### src/rtl/yzh_komut_birimi.sv
// yzh_komut_birimi: issue-side controller for the convolution accelerator.
// Decodes custom load/clear/run instructions, drives the accelerator's
// load/clear/run strobes, tracks the filter/data fill levels, stalls the
// pipeline while an instruction is in flight and returns the run result to
// the register-file writeback path.
module yzh_komut_birimi #(
  parameter int unsigned MATRIS_BOYUT = 16,
  parameter int unsigned ZAMAN_ASIMI  = 64
) (
  input  logic        clk_i,
  input  logic        rst_ni,
  input  logic        komut_gecerli_i,
  input  logic [31:0] buyruk_i,
  input  logic [31:0] rs1_veri_i,
  input  logic [31:0] rs2_veri_i,
  output logic        komut_hazir_o,
  output logic        stall_o,
  output logic        blok_aktif_o,
  output logic        filtre_rs1_en_o,
  output logic        filtre_rs2_en_o,
  output logic        filtre_sil_o,
  output logic        veri_rs1_en_o,
  output logic        veri_rs2_en_o,
  output logic        veri_sil_o,
  output logic        conv_yap_en_o,
  output logic [31:0] yzh_rs1_o,
  output logic [31:0] yzh_rs2_o,
  input  logic [31:0] yzh_sonuc_i,
  input  logic        yzh_hazir_i,
  output logic        yaz_gecerli_o,
  output logic [4:0]  yaz_adres_o,
  output logic [31:0] yaz_veri_o,
  output logic        hata_o
);

  localparam logic [6:0]      OPKOD   = 7'b0001011;
  localparam int unsigned     SAY_W   = $clog2(MATRIS_BOYUT + 1);
  localparam int unsigned     BEK_W   = $clog2(ZAMAN_ASIMI + 1);
  localparam logic [SAY_W:0]  SINIR   = (SAY_W + 1)'(MATRIS_BOYUT);
  // The timeout pulse is scheduled one edge early so that hata_o is high
  // during the last (ZAMAN_ASIMI-th) CONV cycle.
  localparam logic [BEK_W-1:0] SON_BEK = BEK_W'(ZAMAN_ASIMI - 2);

  typedef enum logic [2:0] {
    SIFIRLA,
    BOSTA,
    YUKLE,
    SIL,
    CONV,
    SONUC
  } durum_t;

  durum_t             durum_q;
  logic               temizlendi_q;
  logic [SAY_W-1:0]   filtre_say_q;
  logic [SAY_W-1:0]   veri_say_q;
  logic [BEK_W-1:0]   bekle_q;
  logic [31:0]        rs1_q;
  logic [31:0]        rs2_q;
  logic [4:0]         rd_q;

  logic               komut_hazir_q;
  logic               stall_q;
  logic               blok_aktif_q;
  logic               filtre_rs1_en_q;
  logic               filtre_rs2_en_q;
  logic               filtre_sil_q;
  logic               veri_rs1_en_q;
  logic               veri_rs2_en_q;
  logic               veri_sil_q;
  logic               conv_yap_en_q;
  logic               yaz_gecerli_q;
  logic [4:0]         yaz_adres_q;
  logic [31:0]        yaz_veri_q;
  logic               hata_q;

  logic               kabul;
  logic [2:0]         f3;
  logic               cift;
  logic [SAY_W:0]     adet;
  logic [SAY_W-1:0]   hedef_say;
  logic [SAY_W:0]     yeni_say_d;
  logic               tasma;
  logic               bos_matris;
  logic               unused_buyruk_bitleri;

  assign unused_buyruk_bitleri = ^{buyruk_i[31:26], buyruk_i[24:15]};

  // Decode of the presented instruction and the fill-level check for loads.
  always_comb begin
    f3         = buyruk_i[14:12];
    cift       = buyruk_i[25];
    kabul      = (durum_q == BOSTA) && komut_gecerli_i &&
                 (buyruk_i[6:0] == OPKOD) && (f3 <= 3'd4);
    adet       = cift ? (SAY_W + 1)'(2) : (SAY_W + 1)'(1);
    // funct3[0] selects data over filter for both loads and clears.
    hedef_say  = f3[0] ? veri_say_q : filtre_say_q;
    yeni_say_d = {1'b0, hedef_say} + adet;
    tasma      = yeni_say_d > SINIR;
    bos_matris = (filtre_say_q == '0) || (veri_say_q == '0);
  end

  // Control FSM; every output is registered and set on the edge that enters
  // the state it belongs to.
  always_ff @(posedge clk_i or negedge rst_ni) begin
    if (!rst_ni) begin
      durum_q         <= SIFIRLA;
      temizlendi_q    <= 1'b0;
      filtre_say_q    <= '0;
      veri_say_q      <= '0;
      bekle_q         <= '0;
      rs1_q           <= '0;
      rs2_q           <= '0;
      rd_q            <= '0;
      komut_hazir_q   <= 1'b0;
      stall_q         <= 1'b0;
      blok_aktif_q    <= 1'b0;
      filtre_rs1_en_q <= 1'b0;
      filtre_rs2_en_q <= 1'b0;
      filtre_sil_q    <= 1'b0;
      veri_rs1_en_q   <= 1'b0;
      veri_rs2_en_q   <= 1'b0;
      veri_sil_q      <= 1'b0;
      conv_yap_en_q   <= 1'b0;
      yaz_gecerli_q   <= 1'b0;
      yaz_adres_q     <= '0;
      yaz_veri_q      <= '0;
      hata_q          <= 1'b0;
    end else begin
      filtre_rs1_en_q <= 1'b0;
      filtre_rs2_en_q <= 1'b0;
      filtre_sil_q    <= 1'b0;
      veri_rs1_en_q   <= 1'b0;
      veri_rs2_en_q   <= 1'b0;
      veri_sil_q      <= 1'b0;
      conv_yap_en_q   <= 1'b0;
      yaz_gecerli_q   <= 1'b0;
      yaz_adres_q     <= '0;
      yaz_veri_q      <= '0;
      hata_q          <= 1'b0;

      case (durum_q)
        SIFIRLA: begin
          // Outputs are all zero while reset is held, so the clear cycle is
          // produced on the first edge after release, then BOSTA follows.
          if (!temizlendi_q) begin
            temizlendi_q  <= 1'b1;
            filtre_sil_q  <= 1'b1;
            veri_sil_q    <= 1'b1;
            filtre_say_q  <= '0;
            veri_say_q    <= '0;
            blok_aktif_q  <= 1'b1;
            stall_q       <= 1'b1;
            komut_hazir_q <= 1'b0;
          end else begin
            durum_q       <= BOSTA;
            blok_aktif_q  <= 1'b0;
            stall_q       <= 1'b0;
            komut_hazir_q <= 1'b1;
          end
        end

        BOSTA: begin
          if (kabul) begin
            rs1_q         <= rs1_veri_i;
            rs2_q         <= rs2_veri_i;
            rd_q          <= buyruk_i[11:7];
            komut_hazir_q <= 1'b0;
            stall_q       <= 1'b1;
            blok_aktif_q  <= 1'b1;
            case (f3)
              3'b000, 3'b001: begin
                durum_q <= YUKLE;
                if (tasma) begin
                  hata_q <= 1'b1;
                end else if (!f3[0]) begin
                  filtre_rs1_en_q <= 1'b1;
                  filtre_rs2_en_q <= cift;
                  filtre_say_q    <= yeni_say_d[SAY_W-1:0];
                end else begin
                  veri_rs1_en_q <= 1'b1;
                  veri_rs2_en_q <= cift;
                  veri_say_q    <= yeni_say_d[SAY_W-1:0];
                end
              end
              3'b010: begin
                durum_q      <= SIL;
                filtre_sil_q <= 1'b1;
                filtre_say_q <= '0;
              end
              3'b011: begin
                durum_q    <= SIL;
                veri_sil_q <= 1'b1;
                veri_say_q <= '0;
              end
              default: begin
                durum_q       <= CONV;
                bekle_q       <= '0;
                conv_yap_en_q <= !bos_matris;
              end
            endcase
          end
        end

        YUKLE, SIL: begin
          durum_q       <= BOSTA;
          komut_hazir_q <= 1'b1;
          stall_q       <= 1'b0;
          blok_aktif_q  <= 1'b0;
        end

        CONV: begin
          // conv_yap_en_q low here means an empty matrix; hata_q high means
          // this is the timeout cycle. Both finish with a zero result.
          if (!conv_yap_en_q || hata_q) begin
            durum_q       <= SONUC;
            yaz_gecerli_q <= 1'b1;
            yaz_adres_q   <= rd_q;
          end else if (yzh_hazir_i) begin
            durum_q       <= SONUC;
            yaz_gecerli_q <= 1'b1;
            yaz_adres_q   <= rd_q;
            yaz_veri_q    <= yzh_sonuc_i;
          end else begin
            conv_yap_en_q <= 1'b1;
            bekle_q       <= bekle_q + 1'b1;
            if (bekle_q == SON_BEK) begin
              hata_q <= 1'b1;
            end
          end
        end

        SONUC: begin
          durum_q       <= BOSTA;
          komut_hazir_q <= 1'b1;
          stall_q       <= 1'b0;
          blok_aktif_q  <= 1'b0;
        end

        default: begin
          durum_q       <= BOSTA;
          komut_hazir_q <= 1'b1;
          stall_q       <= 1'b0;
          blok_aktif_q  <= 1'b0;
        end
      endcase
    end
  end

  assign komut_hazir_o   = komut_hazir_q;
  assign stall_o         = stall_q;
  assign blok_aktif_o    = blok_aktif_q;
  assign filtre_rs1_en_o = filtre_rs1_en_q;
  assign filtre_rs2_en_o = filtre_rs2_en_q;
  assign filtre_sil_o    = filtre_sil_q;
  assign veri_rs1_en_o   = veri_rs1_en_q;
  assign veri_rs2_en_o   = veri_rs2_en_q;
  assign veri_sil_o      = veri_sil_q;
  assign conv_yap_en_o   = conv_yap_en_q;
  assign yzh_rs1_o       = rs1_q;
  assign yzh_rs2_o       = rs2_q;
  assign yaz_gecerli_o   = yaz_gecerli_q;
  assign yaz_adres_o     = yaz_adres_q;
  assign yaz_veri_o      = yaz_veri_q;
  assign hata_o          = hata_q;

endmodule

### config.mk
export PLATFORM = sky130hd
export DESIGN_NAME = yzh_komut_birimi
export DESIGN_NICKNAME = d
export VERILOG_FILES = /design/src/rtl/yzh_komut_birimi.sv
export SDC_FILE = /design/constraint.sdc
export NUM_CORES = 1
export LEC_CHECK = 0
export BUFFER_PORTS_ARGS = -buffer_cell sky130_fd_sc_hd__buf_4
export CAP_MARGIN = 20
export CORE_MARGIN = 8
export CORE_UTILIZATION = 51
export CTS_BUF_LIST = sky130_fd_sc_hd__clkbuf_4 sky130_fd_sc_hd__clkbuf_8 sky130_fd_sc_hd__clkbuf_16
export DETAILED_ROUTE_END_ITERATION = 10
export PLACE_DENSITY = 0.83
export SYNTH_ARGS = -nofsm -noshare
export SYNTH_HDL_FRONTEND = slang
export SYNTH_SLANG_ARGS = --single-unit
### constraint.sdc
create_clock -name clk_i -period 5.1 [get_ports clk_i]
set_clock_uncertainty 0.2 [all_clocks]
set_input_delay 0.255 -clock clk_i [delete_from_list [all_inputs] [get_ports clk_i]]
set_output_delay 0.255 -clock clk_i [all_outputs]
set_load 0.1 [all_outputs]
==> results of run 1 <==
[cells in the mapped netlist (3+ instances only)]
library cell / count
mux2i_1: 6
nor3_1: 5
o21ai_0: 7
mux2_1: 8
nor2_1: 14
or4_1: 5
clkbuf_1: 22
nand2_1: 221
and2_1: 37
o21ai_1: 5
nand2b_1: 6
ha_1: 4
nand3_1: 6
inv_1: 11
nor3b_1: 3
o221ai_1: 3
dfrtp_1: 138
a21oi_1: 7
o31ai_1: 3
[worst min path at each step]
stage                      to  slack, ns  cells after the start   startpoint
2_1_floorplan      bekle_q[0]      -0.24                      0       rst_ni
3_3_place_gp    yaz_veri_o[8]       0.09                      1       rst_ni
3_5_place_dp    yaz_veri_o[8]        0.1                      1       rst_ni
4_1_cts         veri_rs1_en_o       0.08                      6  buyruk_i[6]
5_1_grt         veri_rs1_en_o       0.16                      6  buyruk_i[6]
6_report       yaz_veri_o[21]       0.12                      2       rst_ni
[stage by stage]
step                      hold WS, ns  instances  setup slack (ns)
final                           0.123       1043              1.49
after global routing            0.160       1041              1.34
after CTS                      0.0805       1040              1.58
after detailed placement       0.0995        900              1.72
after global placement         0.0888        900              1.78
after floorplan                -0.241        554              1.79
[worst register-to-register path, delay by kind of cell, from the launching register on]
family / cells / cell delay, ns
mux: 2 / 0.55
flops: 1 / 0.40
compound gates: 2 / 0.54
buf+inv: 1 / 0.57
simple gates: 2 / 0.28
fa+ha+maj: 2 / 0.72
[flip-flops by register name, summed over array words and instances (netlist names), 3 cells and up]
| signal | cells |
|---|---|
| yaz_adres_o | 5 |
| yzh_rs2_o | 32 |
| filtre_say_q | 5 |
| yaz_veri_o | 32 |
| rd_q | 5 |
| durum_q | 3 |
| yzh_rs1_o | 32 |
| veri_say_q | 5 |
| bekle_q | 7 |
[cells by family (layout without fill, tap and decap cells)]
logic type | after synthesis | in the layout | synth area share (%)
simple gates | 317 | 317 | 26.0
mux | 16 | 16 | 3.08
fa+ha+maj | 5 | 5 | 1.25
xor+xnor | 2 | 2 | 0.313
compound gates | 40 | 40 | 5.14
other cells | 0 | 3 | 0
flops | 138 | 138 | 61.6
buf+inv | 36 | 382 | 2.57
[what timing repair did]
| item | in CTS | in global routing |
|---|---|---|
| setup endpoints to repair | 0 | 0 |
| hold buffers | 109 | 0 |
| hold endpoints to repair | 184 | 0 |
| setup buffers | 0 | 0 |
[routing by layer]
| metal | vias up | track usage [%] | routed length [um] |
|---|---|---|---|
| met5 | - | 0 | 0 |
| met4 | 0 | 16.7 | 936 |
| met3 | 83 | 10.5 | 2090 |
| met2 | 350 | 50.9 | 10900 |
| met1 | 2717 | 32.6 | 7870 |
| li1 | 2458 | - | - |
[layout make-up]
cell class,count,area (um2),area share (%)
Clock buffer,24,498,5.49
Timing Repair Buffer,340,2830,31.2
Clock inverter,7,65.1,0.717
Tap cell,140,175,1.93
Sequential cell,138,3450,38.0
Antenna cell,3,7.51,0.0827
Inverter,11,41.3,0.455
Multi-Input combinational cell,380,2010,22.1
[report_power, final]
part,internal (uW),switching (uW)
Combinational,241,499
Sequential,1160,53.8
Clock,716,444
Total,2120,997
==> qor.yml, run 1 <==
outcome:
  status: "finished clean"
synthesis:
  synth-edff-count: 0
  avgSynthCellArea_um2: 10.1
  yosys.area.top_type: "dfrtp_1"
  synth_area_leaders: "dfrtp_1, nand2_1, and2_1"
  synth_cell_type_count: 53
  synth_nets: 691
  ys_seq_area_share_pct: 61.6
  netlist_area_um2: 5600
  ys.flop_type: "dfrtp_1"
  syn_inst: 554
  yosysTopAreaCellShare_pct: 61.6
  yosys_warnings: 0
  async_flop_share_pct: 100
  synth-seq-cells: 138
placed_design:
  hpwl_mm: 11.6
  gp_congestion: 0.859
  place_area_um2: 7410
  portBuffers: 228
layout:
  final_util_pct: 84.1
  final_common_cell: "buf_4"
  finalNetCount: 1025
  synthToLayoutAreaGrowth_pct: 62.0
  design_area_um2: 9080
  fillers: 518
  drive_gt1_share_pct: 30.4
  final_cell_mix: "buf_4, nand2_1, dfrtp_1, dlygate4sd3_1, and2_1"
clocking:
  htreeDepth: 4
  cts_resized: 0
  cts_root_buf: "clkbuf_8"
  numCtsBuffers: 17
  clock-sinks: 138
  clockBufferDepth: 2
  clkTransAtPathRegs_ns: 0.06
  cts_tree: "yes"
  clk-insertion-delay-late_ns: 0.52
power_and_ir_drop:
  power_leakage_uw: 0.00489
  peakVddDrop_mv: 0.270
  power.density_nw_per_um2: 343
  total_power_uw: 3110
route:
  drt_wl_total_mm: 21.8
  via_count: 5608
  ant_nets: 0
  first_pass_iters: 5
  drtIter0Drc: 429
  post_drt_wl_per_cell_um: 20.9
  route.detailed.drc: 0
  drt-vias-per-instance: 5.38
critical_path:
  crit_chain: "dlygate4sd3_1 -> buf_4 -> mux2_2 -> ha_1 -> fa_1 -> nor3b_1 -> mux2i_1 -> o22ai_2 -> o21ai_1 -> nor3_1 -> dlygate4sd3_1"
  cp_top_family: "buffers and inverters"
  max_stage_delay_ns: 0.57
  r2r_slack_ns: 1.72
  start_kind: "primary input"
  r2r_cells: 9
  worstPathRequired_ns: 5.30
  crit_slowest_cell: "dlygate4sd3_1"
  rr_endpoint: "filtre_rs1_en_o"
  critPathLaunch: "buyruk_i[12]"
  crit_fanout: 21
  crit_top_cell: "dlygate4sd3_1"
  end_kind: "flop"
  criticalPathCategory: "primary input to flop"
  arrival_ns: 3.80
  path_depth: 11
  critPathBufInv: 3
  endpoint: "filtre_rs1_en_o"
  rr_startpoint: "veri_say_q[0]"
worst_hold_path:
  hold_class: "primary input to async pin"
timing:
  period_needed_ns: 3.61
  relSlewSlack_pct: 42.4
  tightest_slew_ns: 0.864
  rsz0062_at_grt: "no"
  fmax_mhz: 277
  slew_viol_final: 0
  hold_viol: 0
  finalSetupTns_ns: 0
  setup_violations: 0
  fin_crit_sh_pct: 70.8
global_routing:
  grt_overflow: 0
  grt_usage_pct: 30.1
  grt_pass1_vias: 6117
  grt_pass1_wl_mm: 33.9
  antenna_found_initial: 1
  grt_max_degree: 72
floorplanning:
  fp-row-count: 38
  core_area_um2: 10800
  fp.dieH_um: 121
  dieArea_um2: 14600
  die_w_um: 121
  ioPinCount: 245
  start_util_pct: 51.9
job:
  maxCapViolations: 0
Note: power is estimated with default switching activity, not from simulation.
==> run 2, diff against run 1 <==
Settings changed: CORE_UTILIZATION 51 to 43, PLACE_DENSITY 0.83 to 0.75.
Clock period 5.1 ns to 3.1 ns, I/O delays scaled along.
==> qor.yml, run 2 (synthesized netlist as in run 1, its figures left out) <==
outcome:
  status: "finished clean"
global_routing:
  grt_usage_pct: 23.1  # -7.0 points
  antenna_found_initial: 0  # -1
  grt_pass1_wl_mm: 30.1  # -11%
  grt_pass1_vias: 5763  # -5.8%
  grt_max_degree: 111  # +54%
  grt_overflow: 0  # unchanged
timing:
  fmax_mhz: 332
  worst_hold_slack_ns: 0.0491  # -0.0743 ns
  fin_crit_sh_pct: 97.2
  relSlewSlack_pct: 33.9  # -8.5 points
  finalSetupTns_ns: 0  # unchanged
  tightest_slew_ns: 0.992  # +0.128 ns
  rsz0062_at_grt: "yes"
  setup_slack_ns: 0.0859  # -1.41 ns
  period_needed_ns: 3.01
  slew_viol_final: 0  # unchanged
  hold_viol: 0  # unchanged
  setup_violations: 0  # unchanged
layout:
  regArea_um2: 3450  # unchanged
  final_common_cell: "buf_4"
  antenna-diode-count: 0  # -3
  multi_input_area_um2: 2070  # +3.3%
  final_util_pct: 73.4  # -11 points
  drive_gt1_share_pct: 32.5  # +2.1 points
  final_cell_mix: "buf_4, nand2_1, dfrtp_1, dlygate4sd3_1, and2_1"
  fillers: 778  # +50%
  finalNetCount: 1039  # +1.4%
  synthToLayoutAreaGrowth_pct: 65.9
route:
  post_drt_wl_per_cell_um: 18.0  # -14%
  top_layer: "met4"
  drt_wl_total_mm: 19.6  # -10%
  met2_length_mm: 9.71  # -11%
  met1_length_mm: 7.52  # -4.5%
  drtIter0Drc: 450  # +4.9%
  via_count: 5357  # -4.5%
  ant_nets: 0  # unchanged
  route.detailed.drc: 0  # unchanged
  drt-vias-per-instance: 4.94  # -8.2%
  first_pass_iters: 6  # +1
  route.met3.wl_mm: 1.70  # -19%
worst_hold_path:
  hold_depth: 5
  min_to: "hata_o"
  hold_class: "primary input to flop"
  worstHoldStart: "buyruk_i[5]"
critical_path:
  r2r_slack_ns: 0.09  # -1.63 ns
  crit_fanout: 4  # -81%
  crit_chain: "mux2_4 -> ha_4 -> fa_2 -> nor3_2 -> mux2i_2 -> o211ai_1 -> buf_4 -> a2bb2oi_4 -> mux2_4"
  critPathBufInv: 1  # -2
  r2r_cells: 9  # unchanged
  end_kind: "flop"
  criticalPathCategory: "flop to flop"
  crit_slowest_cell: "fa_2"
  max_stage_delay_ns: 0.45  # -0.12 ns
  crit_top_cell: "mux2_4"
  worstPathRequired_ns: 3.19  # -2.11 ns
  start_kind: "flop"
  arrival_ns: 3.10  # -0.70 ns
  rr_startpoint: "veri_say_q[0]"
  cp_top_family: "multiplexers"
  rr_endpoint: "veri_say_q[2]"
floorplanning:
  fp-row-count: 41  # +7.9%
  fp.dieH_um: 130  # +7.7%
  core_area_um2: 12700  # +17%
  dieArea_um2: 16900  # +16%
  ioPinCount: 245  # unchanged
  die_w_um: 130  # +7.7%
  start_util_pct: 44.2  # -7.7 points
clocking:
  clkTransAtPathRegs_ns: 0.05  # about the same
  cts_root_buf: "clkbuf_16"
  cts_tree: "yes"
  clock-sinks: 138  # unchanged
  clockBufferDepth: 2  # unchanged
  clk-insertion-delay-late_ns: 0.41  # -0.11 ns
  htreeDepth: 4  # unchanged
  numCtsBuffers: 17  # unchanged
power_and_ir_drop:
  power.density_nw_per_um2: 566  # +65%
  peakVddDrop_mv: 0.369  # +37%
  power_leakage_uw: 0.00498  # +1.9%
placed_design:
  gp_congestion: 0.889  # +3.6%
  portBuffers: 228  # unchanged
  place_ws_ns: 0.00644  # -1.71 ns
  hpwl_mm: 12.1  # +4.4%
job:
  maxCapViolations: 0  # unchanged
-- run 2: area by class of cell --
| class | instances | area share, % |
|---|---|---|
| clock buffers | 22 | 5.05 |
| clock inverters | 8 | 1.05 |
| inverters | 11 | 0.444 |
| multi-input cells | 380 | 22.3 |
| flip-flops and latches | 138 | 37.2 |
| well taps | 172 | 2.32 |
| repair buffers | 354 | 31.7 |
-- run 2: timing repair --
action | 4_1_cts | 5_1_grt
setup buffers | 3 | 3
hold endpoints to repair | 222 | 0
pin swaps | 3 | 3
hold buffers | 111 | 0
resized for setup | 9 | 8
setup endpoints to repair | 5 | 9
-- run 2: routing by layer --
layer,vias up,GRT usage (%)
li1,2490,-
met1,2553,26.2
met2,260,39.0
met3,54,7.55
met4,0,10.4
met5,-,0
-- run 2: worst max path at each step --
stage                    start               to  cells past startpoint
2_1_floorplan     buyruk_i[12]    veri_say_q[2]                     10
3_3_place_gp     veri_say_q[0]    veri_say_q[4]                      8
3_5_place_dp   filtre_say_q[0]    veri_say_q[3]                      8
4_1_cts           buyruk_i[12]  filtre_say_q[4]                     10
5_1_grt        filtre_say_q[0]    veri_say_q[2]                      9
6_report         veri_say_q[0]    veri_say_q[2]                      9
-- run 2: power by group --
group,switching [uW],total [uW],internal (uW)
clock network,715,1940,1230
logic,846,1320,476
registers,87.6,2000,1910
-- run 2: worst register-to-register path, cell delays in order, from the launching register on --
cell and delay (ns):
dfrtp_1 0.39, mux2_4 0.28, ha_4 0.16, fa_2 0.45, nor3_2 0.22, mux2i_2 0.12, o211ai_1 0.32, buf_4 0.20
a2bb2oi_4 0.23, mux2_4 0.32
-- run 2: metrics by stage --
stage                     total power (uW)  std cells  area (um2)
after global placement                3070        939        7510
after floorplan                       2740        554        5600
final                                 5260       1085        9300
after CTS                             5230       1083        9250
after global routing                  5460       1085        9300
after detailed placement              3110        939        7510
